**config.mk**
```make
export PLATFORM = sky130hd
export DESIGN_NAME = wb_req_bridge_flat
export DESIGN_NICKNAME = d
export VERILOG_FILES = /design/src/rtl/wb_req_bridge_if.sv /design/src/rtl/wb_req_bridge.sv /design/src/flat_wrapper.sv
export SDC_FILE = /design/constraint.sdc
export NUM_CORES = 1
export LEC_CHECK = 0
export ABC_AREA = 1
export BUFFER_PORTS_ARGS = -buffer_cell sky130_fd_sc_hd__buf_4
export CAP_MARGIN = 20
export CORE_AREA = 2 2 111 113
export CTS_CLUSTER_SIZE = 16
export DETAILED_ROUTE_END_ITERATION = 8
export DIE_AREA = 0 0 113 115
export SYNTH_ARGS = -nofsm -noshare
export SYNTH_HDL_FRONTEND = slang
export SYNTH_SLANG_ARGS = --single-unit
```
**constraint.sdc**
```tcl
create_clock -name clk_i -period 1.7 [get_ports clk_i]
set_input_delay 0 -clock clk_i [delete_from_list [all_inputs] [get_ports clk_i]]
set_output_delay 0 -clock clk_i [all_outputs]
set_load 0.005 [all_outputs]
```
**src/rtl/wb_req_bridge_if.sv**
```systemverilog
// Signal bundle for wb_req_bridge: Wishbone classic slave side plus the
// request / write-stream / read-stream side toward the target.
interface wb_req_bridge_if;
   logic        wb_cyc_i;
   logic        wb_stb_i;
   logic        wb_we_i;
   logic [3:0]  wb_sel_i;
   logic [29:0] wb_adr_i;
   logic [31:0] wb_dat_i;
   logic [31:0] wb_dat_o;
   logic        wb_ack_o;

   logic        req_valid;
   logic        req_ready;
   logic [3:0]  req_mask;
   logic [31:0] req_addr;
   logic [2:0]  req_len;
   logic        req_we;
   logic        req_wrap;

   logic        write_valid;
   logic [31:0] write_data;

   logic        read_valid;
   logic [31:0] read_data;
   logic        read_ack;

   // Bridge view.
   modport slave (
      input  wb_cyc_i, wb_stb_i, wb_we_i, wb_sel_i, wb_adr_i, wb_dat_i,
      input  req_ready, read_valid, read_data,
      output wb_dat_o, wb_ack_o,
      output req_valid, req_mask, req_addr, req_len, req_we, req_wrap,
      output write_valid, write_data, read_ack
   );

   // Environment view: Wishbone master plus request-protocol target.
   modport master (
      output wb_cyc_i, wb_stb_i, wb_we_i, wb_sel_i, wb_adr_i, wb_dat_i,
      output req_ready, read_valid, read_data,
      input  wb_dat_o, wb_ack_o,
      input  req_valid, req_mask, req_addr, req_len, req_we, req_wrap,
      input  write_valid, write_data, read_ack
   );
endinterface

```
**src/rtl/wb_req_bridge.sv**
```systemverilog
// Wishbone classic slave -> request/write-stream/read-stream bridge, one transaction at a time.
// Define WB_REQ_PREFETCH_EN to add a 4-word line buffer that serves repeated reads in a 16-byte line.
module wb_req_bridge (
   input  logic           clk_i,
   input  logic           rst_ni,
   wb_req_bridge_if.slave bus,
   output logic [2:0]     dbg_state
);

   // Handshakes: req_* is offered while req_valid and held stable until a cycle with
   // req_valid & req_ready; write_valid and wb_ack_o are single-cycle pulses without
   // back-pressure; a read beat is consumed in each cycle with read_valid & read_ack.

`ifdef WB_REQ_PREFETCH_EN
   typedef enum logic [2:0] {
      S_IDLE  = 3'd0,
      S_REQ   = 3'd1,
      S_WDATA = 3'd2,
      S_RWAIT = 3'd3,
      S_ACK   = 3'd4,
      S_FILL  = 3'd5
   } state_t;
`else
   typedef enum logic [2:0] {
      S_IDLE  = 3'd0,
      S_REQ   = 3'd1,
      S_WDATA = 3'd2,
      S_RWAIT = 3'd3,
      S_ACK   = 3'd4
   } state_t;
`endif

   state_t      state_q, state_d;
   logic        start;
   logic        rd_hit;
   logic        line_miss;
   logic [31:0] line_rd;
   logic        rd_phase;
   logic        read_ack;
   logic        aborted_q;

   logic [31:0] dat_q;
   logic [31:0] addr_q;
   logic [31:0] wdata_q;
   logic [3:0]  mask_q;
   logic [2:0]  len_q;
   logic        we_q;
   logic        wrap_q;

   assign start    = (state_q == S_IDLE) && bus.wb_cyc_i && bus.wb_stb_i;
   assign read_ack = bus.read_valid && rd_phase;

`ifdef WB_REQ_PREFETCH_EN
   logic [31:0] line_q [4];
   logic [27:0] tag_q;
   logic [3:0]  vld_q;
   logic [1:0]  fill_idx_q;
   logic [1:0]  beats_left_q;
   logic        tag_hit;
   logic        word_vld;
   logic        more_beats;
   logic        last_beat;

   assign tag_hit    = (tag_q == bus.wb_adr_i[29:2]);
   assign word_vld   = vld_q[bus.wb_adr_i[1:0]];
   assign rd_hit     = !bus.wb_we_i && tag_hit && word_vld;
   assign line_miss  = !bus.wb_we_i && !rd_hit;
   assign line_rd    = line_q[bus.wb_adr_i[1:0]];
   assign rd_phase   = (state_q == S_RWAIT) || (state_q == S_FILL);
   assign more_beats = (beats_left_q != 2'd0);
   assign last_beat  = (beats_left_q == 2'd1);

   always_ff @(posedge clk_i or negedge rst_ni) begin
      if (!rst_ni) begin
         for (int i = 0; i < 4; i++) line_q[i] <= '0;
         tag_q        <= '0;
         vld_q        <= '0;
         fill_idx_q   <= '0;
         beats_left_q <= '0;
      end else begin
         // A miss restarts the line; the wrapped burst begins at the requested word.
         if (start && line_miss) begin
            vld_q      <= '0;
            tag_q      <= bus.wb_adr_i[29:2];
            fill_idx_q <= bus.wb_adr_i[1:0];
         end
         if (start && bus.wb_we_i && tag_hit && word_vld) begin
            for (int b = 0; b < 4; b++) begin
               if (bus.wb_sel_i[b])
                  line_q[bus.wb_adr_i[1:0]][8*b +: 8] <= bus.wb_dat_i[8*b +: 8];
            end
         end
         if (read_ack) begin
            line_q[fill_idx_q] <= bus.read_data;
            vld_q[fill_idx_q]  <= 1'b1;
            fill_idx_q         <= fill_idx_q + 2'd1;
         end
         if ((state_q == S_RWAIT) && bus.read_valid)
            beats_left_q <= len_q[1:0] - 2'd1;
         else if ((state_q == S_FILL) && bus.read_valid)
            beats_left_q <= beats_left_q - 2'd1;
      end
   end
`else
   assign rd_hit    = 1'b0;
   assign line_miss = 1'b0;
   assign line_rd   = '0;
   assign rd_phase  = (state_q == S_RWAIT);
`endif

   always_ff @(posedge clk_i or negedge rst_ni) begin
      if (!rst_ni) state_q <= S_IDLE;
      else         state_q <= state_d;
   end

   always_comb begin
      state_d = state_q;
      case (state_q)
         S_IDLE:  if (start) state_d = rd_hit ? S_ACK : S_REQ;
         S_REQ:   if (bus.req_ready) state_d = we_q ? S_WDATA : S_RWAIT;
         S_WDATA: state_d = S_ACK;
         S_RWAIT: if (bus.read_valid) state_d = S_ACK;
`ifdef WB_REQ_PREFETCH_EN
         S_ACK:   state_d = more_beats ? S_FILL : S_IDLE;
         S_FILL:  if (bus.read_valid && last_beat) state_d = S_IDLE;
`else
         S_ACK:   state_d = S_IDLE;
`endif
         default: state_d = S_IDLE;
      endcase
   end

   always_ff @(posedge clk_i or negedge rst_ni) begin
      if (!rst_ni) begin
         dat_q     <= '0;
         addr_q    <= '0;
         wdata_q   <= '0;
         mask_q    <= '0;
         len_q     <= '0;
         we_q      <= 1'b0;
         wrap_q    <= 1'b0;
         aborted_q <= 1'b0;
      end else begin
         if (start) begin
            aborted_q <= 1'b0;
            addr_q    <= {bus.wb_adr_i, 2'b00};
            we_q      <= bus.wb_we_i;
            wdata_q   <= bus.wb_dat_i;
            if (line_miss) begin
               mask_q <= 4'hF;
               len_q  <= 3'd4;
               wrap_q <= 1'b1;
            end else begin
               mask_q <= bus.wb_sel_i;
               len_q  <= 3'd1;
               wrap_q <= 1'b0;
            end
            if (rd_hit) dat_q <= line_rd;
         end
         // A master that gives up mid-transaction must not receive the late ack.
         if (((state_q == S_REQ) || (state_q == S_WDATA) || (state_q == S_RWAIT)) && !bus.wb_cyc_i)
            aborted_q <= 1'b1;
         if ((state_q == S_RWAIT) && bus.read_valid)
            dat_q <= bus.read_data;
      end
   end

   assign bus.wb_dat_o    = dat_q;
   assign bus.wb_ack_o    = (state_q == S_ACK) && bus.wb_cyc_i && !aborted_q;
   assign bus.req_valid   = (state_q == S_REQ);
   assign bus.req_mask    = mask_q;
   assign bus.req_addr    = addr_q;
   assign bus.req_len     = len_q;
   assign bus.req_we      = we_q;
   assign bus.req_wrap    = wrap_q;
   assign bus.write_valid = (state_q == S_WDATA);
   assign bus.write_data  = wdata_q;
   assign bus.read_ack    = read_ack;
   assign dbg_state       = state_q;

endmodule

```
**src/flat_wrapper.sv**
```systemverilog
// flat-port wrapper written by rule: the top's interface ports become plain ports
module wb_req_bridge_flat 
  (clk_i, rst_ni, dbg_state, bus_wb_cyc_i, bus_wb_stb_i, bus_wb_we_i, bus_wb_sel_i, bus_wb_adr_i, bus_wb_dat_i, bus_req_ready, bus_read_valid, bus_read_data, bus_wb_dat_o, bus_wb_ack_o, bus_req_valid, bus_req_mask, bus_req_addr, bus_req_len, bus_req_we, bus_req_wrap, bus_write_valid, bus_write_data, bus_read_ack);
  wb_req_bridge_if bus_i ();
  input  logic clk_i;
  input  logic rst_ni;
  output logic [2:0] dbg_state;
  input wire logic [$bits(bus_i.wb_cyc_i)-1:0] bus_wb_cyc_i;
  input wire logic [$bits(bus_i.wb_stb_i)-1:0] bus_wb_stb_i;
  input wire logic [$bits(bus_i.wb_we_i)-1:0] bus_wb_we_i;
  input wire logic [$bits(bus_i.wb_sel_i)-1:0] bus_wb_sel_i;
  input wire logic [$bits(bus_i.wb_adr_i)-1:0] bus_wb_adr_i;
  input wire logic [$bits(bus_i.wb_dat_i)-1:0] bus_wb_dat_i;
  input wire logic [$bits(bus_i.req_ready)-1:0] bus_req_ready;
  input wire logic [$bits(bus_i.read_valid)-1:0] bus_read_valid;
  input wire logic [$bits(bus_i.read_data)-1:0] bus_read_data;
  output wire logic [$bits(bus_i.wb_dat_o)-1:0] bus_wb_dat_o;
  output wire logic [$bits(bus_i.wb_ack_o)-1:0] bus_wb_ack_o;
  output wire logic [$bits(bus_i.req_valid)-1:0] bus_req_valid;
  output wire logic [$bits(bus_i.req_mask)-1:0] bus_req_mask;
  output wire logic [$bits(bus_i.req_addr)-1:0] bus_req_addr;
  output wire logic [$bits(bus_i.req_len)-1:0] bus_req_len;
  output wire logic [$bits(bus_i.req_we)-1:0] bus_req_we;
  output wire logic [$bits(bus_i.req_wrap)-1:0] bus_req_wrap;
  output wire logic [$bits(bus_i.write_valid)-1:0] bus_write_valid;
  output wire logic [$bits(bus_i.write_data)-1:0] bus_write_data;
  output wire logic [$bits(bus_i.read_ack)-1:0] bus_read_ack;
  assign bus_i.wb_cyc_i = bus_wb_cyc_i;
  assign bus_i.wb_stb_i = bus_wb_stb_i;
  assign bus_i.wb_we_i = bus_wb_we_i;
  assign bus_i.wb_sel_i = bus_wb_sel_i;
  assign bus_i.wb_adr_i = bus_wb_adr_i;
  assign bus_i.wb_dat_i = bus_wb_dat_i;
  assign bus_i.req_ready = bus_req_ready;
  assign bus_i.read_valid = bus_read_valid;
  assign bus_i.read_data = bus_read_data;
  assign bus_wb_dat_o = bus_i.wb_dat_o;
  assign bus_wb_ack_o = bus_i.wb_ack_o;
  assign bus_req_valid = bus_i.req_valid;
  assign bus_req_mask = bus_i.req_mask;
  assign bus_req_addr = bus_i.req_addr;
  assign bus_req_len = bus_i.req_len;
  assign bus_req_we = bus_i.req_we;
  assign bus_req_wrap = bus_i.req_wrap;
  assign bus_write_valid = bus_i.write_valid;
  assign bus_write_data = bus_i.write_data;
  assign bus_read_ack = bus_i.read_ack;
  wb_req_bridge u_core (.clk_i(clk_i), .rst_ni(rst_ni), .bus(bus_i), .dbg_state(dbg_state));
endmodule
```
==> impl_results.md, run 1 <==
* Post-DP Area at a little under 6000 µm²
* Hold buffers post-CTS at 103
* Die W at around 110 µm
* CP endpoint kind: register
* Max Slew Vio Count at 0
* Hold Vio Cnt, Final at 0
* Worst setup margin at 0.0840 ns
* Clock root cell: clkbuf_16
* RePlAce Congestion at 0.812
* Die area at 13000 µm²
* Drt total wl at 11900 µm
* Nets at a little under 900
* I/O pins at 217
* Rows at 40
* Final setup fails at 0
* Post-DP HPWL at between 7000 and 8000 µm
* Top_reg_cell synth: dfrtp_1
* Max stage delay cell, worst path: dlygate4sd3_1
* Failing checks: DRC
* Total negative setup slack at 0 ns
* WHS Endpoint: u_core.dbg_state[2]
* Largest cells by area after synthesis: dfrtp_1 (64%), nand2_1 (28%), buf_4 (2.0%)
* Final Skew at roughly 0.0083 ns
* Final min period at 1.62 ns
* Yosys reg bits at 104
* Worst Path Max Fanout at 6
* Top cell type's share of synthesized area at 0.643
* Reg2reg path depth at 5
* Max H-tree Level at 3
* Unrepaired setup endpoints after global routing: no
* Final std cells w/o fill at 926
* Overall Global Routing Usage at 0.183
* Largest net degree at the start of global routing at between 60 and 70
* Critical R2R Launch: u_core.dbg_state[1]
* First DRT Iteration DRCs at 262
* Crit path kind: register to register
* Avg Cell Area, Syn at 8.76 µm²
* Max Fclk at 619 MHz
* Yosys cell types at 18
* Worst VDD drop at 0.723 mV
* First-pass GRT wire length at 19100 µm
* Crit path DAT at ~1.8 ns
* Post-layout util at 0.605
* Area taken by multi-input logic gates at ~1300 µm²
* Worst Min Path Start: bus_read_valid
* N_diodes at 0
* DR DRC count at 13
* Post-CTS Setup Bufs at 0
* Sequential share of the synthesized area at 0.643
* Via density at roughly 4.4
* WL met2 at 5960 µm
* Core area at around 12000 µm²
* WP depth at 5
* Slew @ Worst Pin at between 0.6 and 0.7 ns
* CP delay by family, top: buffers and inverters
* DR top layer: met4
* Router iterations before antenna repair at 6
* Max_slew headroom at 0.541
* Pre-CTS setup slack at 0.191 ns
* Worst-path clk slew at ~0.07 ns
* Reg area at 2600 µm²
* Number of synthesized flops with an enable pin at 0
* CP Data Required Time at 1.91 ns
* Yosys warning count at 0
* Layout area overhead at 76.5%
* Grt ovf at 0
* Area of the mapped netlist at 4050 µm²
* Buffers on Ports at 211
* WP buf/inv at 1
* TritonCTS clock tree: yes
* Yosys top cell by area: dfrtp_1
* CTS Buffer Depth at 2
* Met3 wire length at approximately 700 µm
* Die span in y at between 100 and 150 µm
* Hold path depth at 5
* HP Class: input pin to register
* Worst-skew pair later-pin latency at 0.34 ns
* Most frequent cells in the layout: nand2_1 (305), buf_4 (215), dfrtp_1 (104)
* CTS Buf Count at 9
* DR WL/cell at 12.8 µm
* Initial Util at 0.343
* Lkg Pwr at 0.00393 µW
* Wire length on met1 at 4860 µm
* Layout cell share with drive strength beyond 1 at 0.307
* CP cell instances: nor2_4 > nand3_1 > nand4_1 > nand2_1 > dlygate4sd3_1
* PD cells at 1460 nW/µm²
* Filler Cells Inserted at between 900 and 1000
* Cells after Synth at 462
* Leading cell type in the layout, fill and taps excluded: nand2_1
* Post-cts resize count at 0
* Worst r2r dst: u_core.dbg_state[1]
* Vias at 4030
* Period Utilization, post-route at 0.951
* Vias in the first global route at 4101
* CP Launch Type: register
* Ys async rst share at 1.00
* Max-cap violations at 0
* Final Instance Area at slightly above 7000 µm²
* CTS sink cnt at 104
* Status: finished, violations left
* Initial antenna violation count at 0
* R2r setup slk at 0.08 ns
* DRT antenna net count at 0
* Slowest cell delay on critical path at 0.55 ns
* Placed Instances at a little over 800
[power by group]
| group | internal, µW | total, µW | switching [µW] |
|---|---|---|---|
| logic | 2250 | 4050 | 1800 |
| registers | 3560 | 4210 | 644 |
| clock network | 1290 | 2180 | 887 |
| total | 7100 | 10400 | 3330 |
[stage by stage]
step	power (µW)	hold WS, ns
2_1_floorplan	5710	-0.296
3_3_place_gp	8010	-0.0253
3_5_place_dp	8110	-0.0221
5_1_grt	11200	0.146
4_1_cts	10500	0.0609
6_report	10400	0.0800
[registers in the layout (all words and copies together), names as in the netlist]
name                   cells
u_core.bus.wb_dat_o       32
u_core.bus.write_data     32
u_core.bus.req_len         1
u_core.dbg_state           3
u_core.bus.req_mask        4
u_core.bus.req_addr       30
u_core.aborted_q           1
u_core.bus.req_we          1
[cell families after synthesis]
kind of cell	count (synthesis)	share of synthesized area
AOI/OAI and AO/OA	2	0.00309
buffers and inverters	34	0.0479
DFF	104	0.643
other	1	0.000927
and+or+nand+nor	321	0.305
[synthesized netlist by cell type, types with 2 or more instances]
library cell / n
nor3_1: 2
inv_2: 2
nand3_1: 4
buf_4: 11
buf_2: 8
nor2_1: 6
clkbuf_1: 4
buf_6: 2
dfrtp_1: 104
nand2_1: 305
inv_1: 7
[worst max path at each step]
stage / slack (ns) / start / to
6_report: 0.08 / u_core.dbg_state[1] / u_core.dbg_state[1]
5_1_grt: 0.001 / u_core.dbg_state[1] / bus_read_ack
3_3_place_gp: 0.26 / u_core.dbg_state[1] / u_core.aborted_q
2_1_floorplan: 0.41 / u_core.dbg_state[1] / u_core.bus.write_data[10]
4_1_cts: 0.09 / u_core.dbg_state[1] / u_core.dbg_state[1]
3_5_place_dp: 0.19 / u_core.dbg_state[1] / u_core.bus.req_addr[25]
[per-layer routing]
layer	up-vias	track usage
met3	26	0.0279
li1	2001	-
met5	-	0
met4	0	0.0919
met1	1865	0.222
met2	138	0.319
[area by class of cell]
cell class                 count  area share
clock buffer                   9      0.0315
tap                          147      0.0258
multi-input combinational    328       0.178
inverter                       9     0.00473
clock inverter                 7      0.0135
sequential                   104       0.364
timing repair buffer         322       0.382
[tightest hold or removal path, stage by stage]
cell	delay, ns
buf_4	0.11
inv_1	0.04
nand2_1	0.07
nand2_1	0.09
nor3_1	0.05
Note: power is estimated with default switching activity, not from simulation.
==> run 2: changes to the inputs <==
--- a/config.mk
+++ b/config.mk
@@ -12,6 +12,7 @@
 export CTS_CLUSTER_SIZE = 16
 export DETAILED_ROUTE_END_ITERATION = 8
 export DIE_AREA = 0 0 113 115
+export MAX_ROUTING_LAYER = met4
 export SYNTH_ARGS = -nofsm -noshare
 export SYNTH_HDL_FRONTEND = slang
 export SYNTH_SLANG_ARGS = --single-unit
==> impl_results.md, run 2 (same netlist as run 1, synthesis figures left out) <==
* Worst Hold Slack at 0.0796 ns (-0.000407 ns)
* Worst-skew pair later-pin latency at 0.34 ns (about the same)
* Router iterations before antenna repair at 7 (+1)
* First-pass GRT wire length at 19100 µm (about the same)
* Worst setup margin at 0.0841 ns (+0.0000421 ns)
* Pre-CTS setup slack at 0.191 ns (unchanged)
* Nets at 879 (unchanged)
* Initial Util at 0.343 (unchanged)
* CTS Buffer Depth at 2 (unchanged)
* Worst-path clk slew at 0.07 ns (about the same)
* Unrepaired setup endpoints after global routing: no
* First DRT Iteration DRCs at 246 (-6.1%)
* Crit path DAT at 1.83 ns (about the same)
* TritonCTS clock tree: yes
* Power Internal at 7100 µW (about the same)
* CTS sink cnt at 104 (unchanged)
* Grt ovf at 0 (unchanged)
* Worst Path Max Fanout at 6 (unchanged)
* CP Launch Type: register
* Post-layout util at 0.605 (unchanged)
* RePlAce Congestion at 0.824 (+1.5%)
* Max-cap violations at 0 (unchanged)
* Crit path kind: register to register
* Failing checks: DRC
* Max_slew headroom at 0.543 (+0.00274)
* Clock root cell: clkbuf_16
* Final Skew at 0.00772 ns (-0.000560 ns)
* Final min period at 1.62 ns (-0.0000421 ns)
* Buffers on Ports at 211 (unchanged)
* Sw Ratio at 0.319 (+0.000325)
* Final setup fails at 0 (unchanged)
* Reg power frac at 0.403 (about the same)
* Layout area overhead at 76.5% (unchanged)
* Lkg Pwr at 0.00393 µW (unchanged)
* N_diodes at 0 (unchanged)
* DRT antenna net count at 0 (unchanged)
* CP Data Required Time at 1.91 ns (about the same)
* Total negative setup slack at 0 ns (unchanged)
* PD cells at 1460 nW/µm² (about the same)
* Period Utilization, post-route at 0.951 (about the same)
* Die area at 13000 µm² (unchanged)
* P_sw at 3330 µW (+0.15%)
* Die W at 113 µm (unchanged)
* Largest net degree at the start of global routing at 68 (unchanged)
* Overall Global Routing Usage at 0.189 (+0.00554)
* Max Slew Vio Count at 0 (unchanged)
* Most frequent cells in the layout: nand2_1 (305), buf_4 (215), dfrtp_1 (104)
* Status: finished, violations left
* Post-DP HPWL at 7770 µm (unchanged)
* HP Class: input pin to register
* Clk network pwr share at 0.209 (about the same)
* Hold Vio Cnt, Final at 0 (unchanged)
* CTS Buf Count at 9 (unchanged)
* Max H-tree Level at 3 (unchanged)
* Slew @ Worst Pin at 0.685 ns (-0.00411 ns)
* Initial antenna violation count at 0 (unchanged)
* Die span in y at 115 µm (unchanged)
* Post-CTS Setup Bufs at 0 (unchanged)
* Layout cell share with drive strength beyond 1 at 0.307 (unchanged)
* I/O pins at 217 (unchanged)
* Leading cell type in the layout, fill and taps excluded: nand2_1
* DR DRC count at 13 (unchanged)
* Comb pwr share at 0.388 (about the same)
* Rows at 40 (unchanged)
* Vias in the first global route at 4115 (+0.34%)
* Vias at 4040 (+0.25%)
* Core area at 11800 µm² (unchanged)
* Max Fclk at 619 MHz (about the same)
* Worst VDD drop at 0.722 mV (about the same)
* Drt total wl at 11900 µm (+0.18%)
* Hold buffers post-CTS at 103 (unchanged)
* DR WL/cell at 12.9 µm (+0.18%)
* CP endpoint kind: register
* Post-cts resize count at 0 (unchanged)
* Via density at 4.36 (+0.25%)
## run 2: cell counts in the layout (fill, tap and decap cells not counted)
No cell type changed its count.
## run 2: final timing paths
path | depth (start not counted) | slack (ns) | to | startpoint
worst max register to register | 5 | 0.08 | u_core.dbg_state[1] | u_core.dbg_state[1]
worst min register to register | 1 | 0.47 | u_core.bus.req_len[0] | u_core.bus.req_len[0]
worst max-delay path | 5 | 0.08 | u_core.dbg_state[1] | u_core.dbg_state[1]
max in group asynchronous | 3 | 0.99 | u_core.bus.wb_dat_o[0] | rst_ni
worst min-delay path | 5 | 0.08 | u_core.dbg_state[2] | bus_read_valid
min in group asynchronous | 2 | 0.15 | u_core.bus.wb_dat_o[30] | rst_ni
## run 2: final cells by class
cell class,count,area (µm²)
inverter,9,33.8
clock inverter,7,96.3
sequential,104,2600
multi-input combinational,328,1270
clock buffer,9,225
fill,992,4670
tap,147,184
timing repair buffer,322,2730
## run 2: through the flow
step	cells	cell area (µm²)	total power, µW
final	926	7140	10400
after global routing	926	7140	11200
after CTS	926	7140	10500
after detailed placement	807	5790	8110
after global placement	807	5790	8010
after floorplan	466	4060	5710
## run 2: power by group through the flow
| stage | clock network, µW | registers, µW | logic [µW] |
|---|---|---|---|
| floorplan | 0 | 4280 | 1440 |
| global placement | 0 | 4220 | 3790 |
| detailed placement | 0 | 4220 | 3880 |
| CTS | 2260 | 4200 | 4090 |
| global route | 2350 | 4350 | 4510 |
| finish | 2180 | 4210 | 4050 |
## run 2: critical path: stages (launching register included)
cell	delay (ns)
dfrtp_1	0.45
nor2_4	0.20
nand3_1	0.14
nand4_1	0.12
nand2_1	0.05
dlygate4sd3_1	0.55
## run 2: routing by layer
layer  share of wire  GRT usage  vias up
li1                -          -     2000
met1            0.41      0.225     1874
met2            0.50      0.317      140
met3           0.054     0.0253       26
met4           0.032     0.0919        0
met5               0          -        -
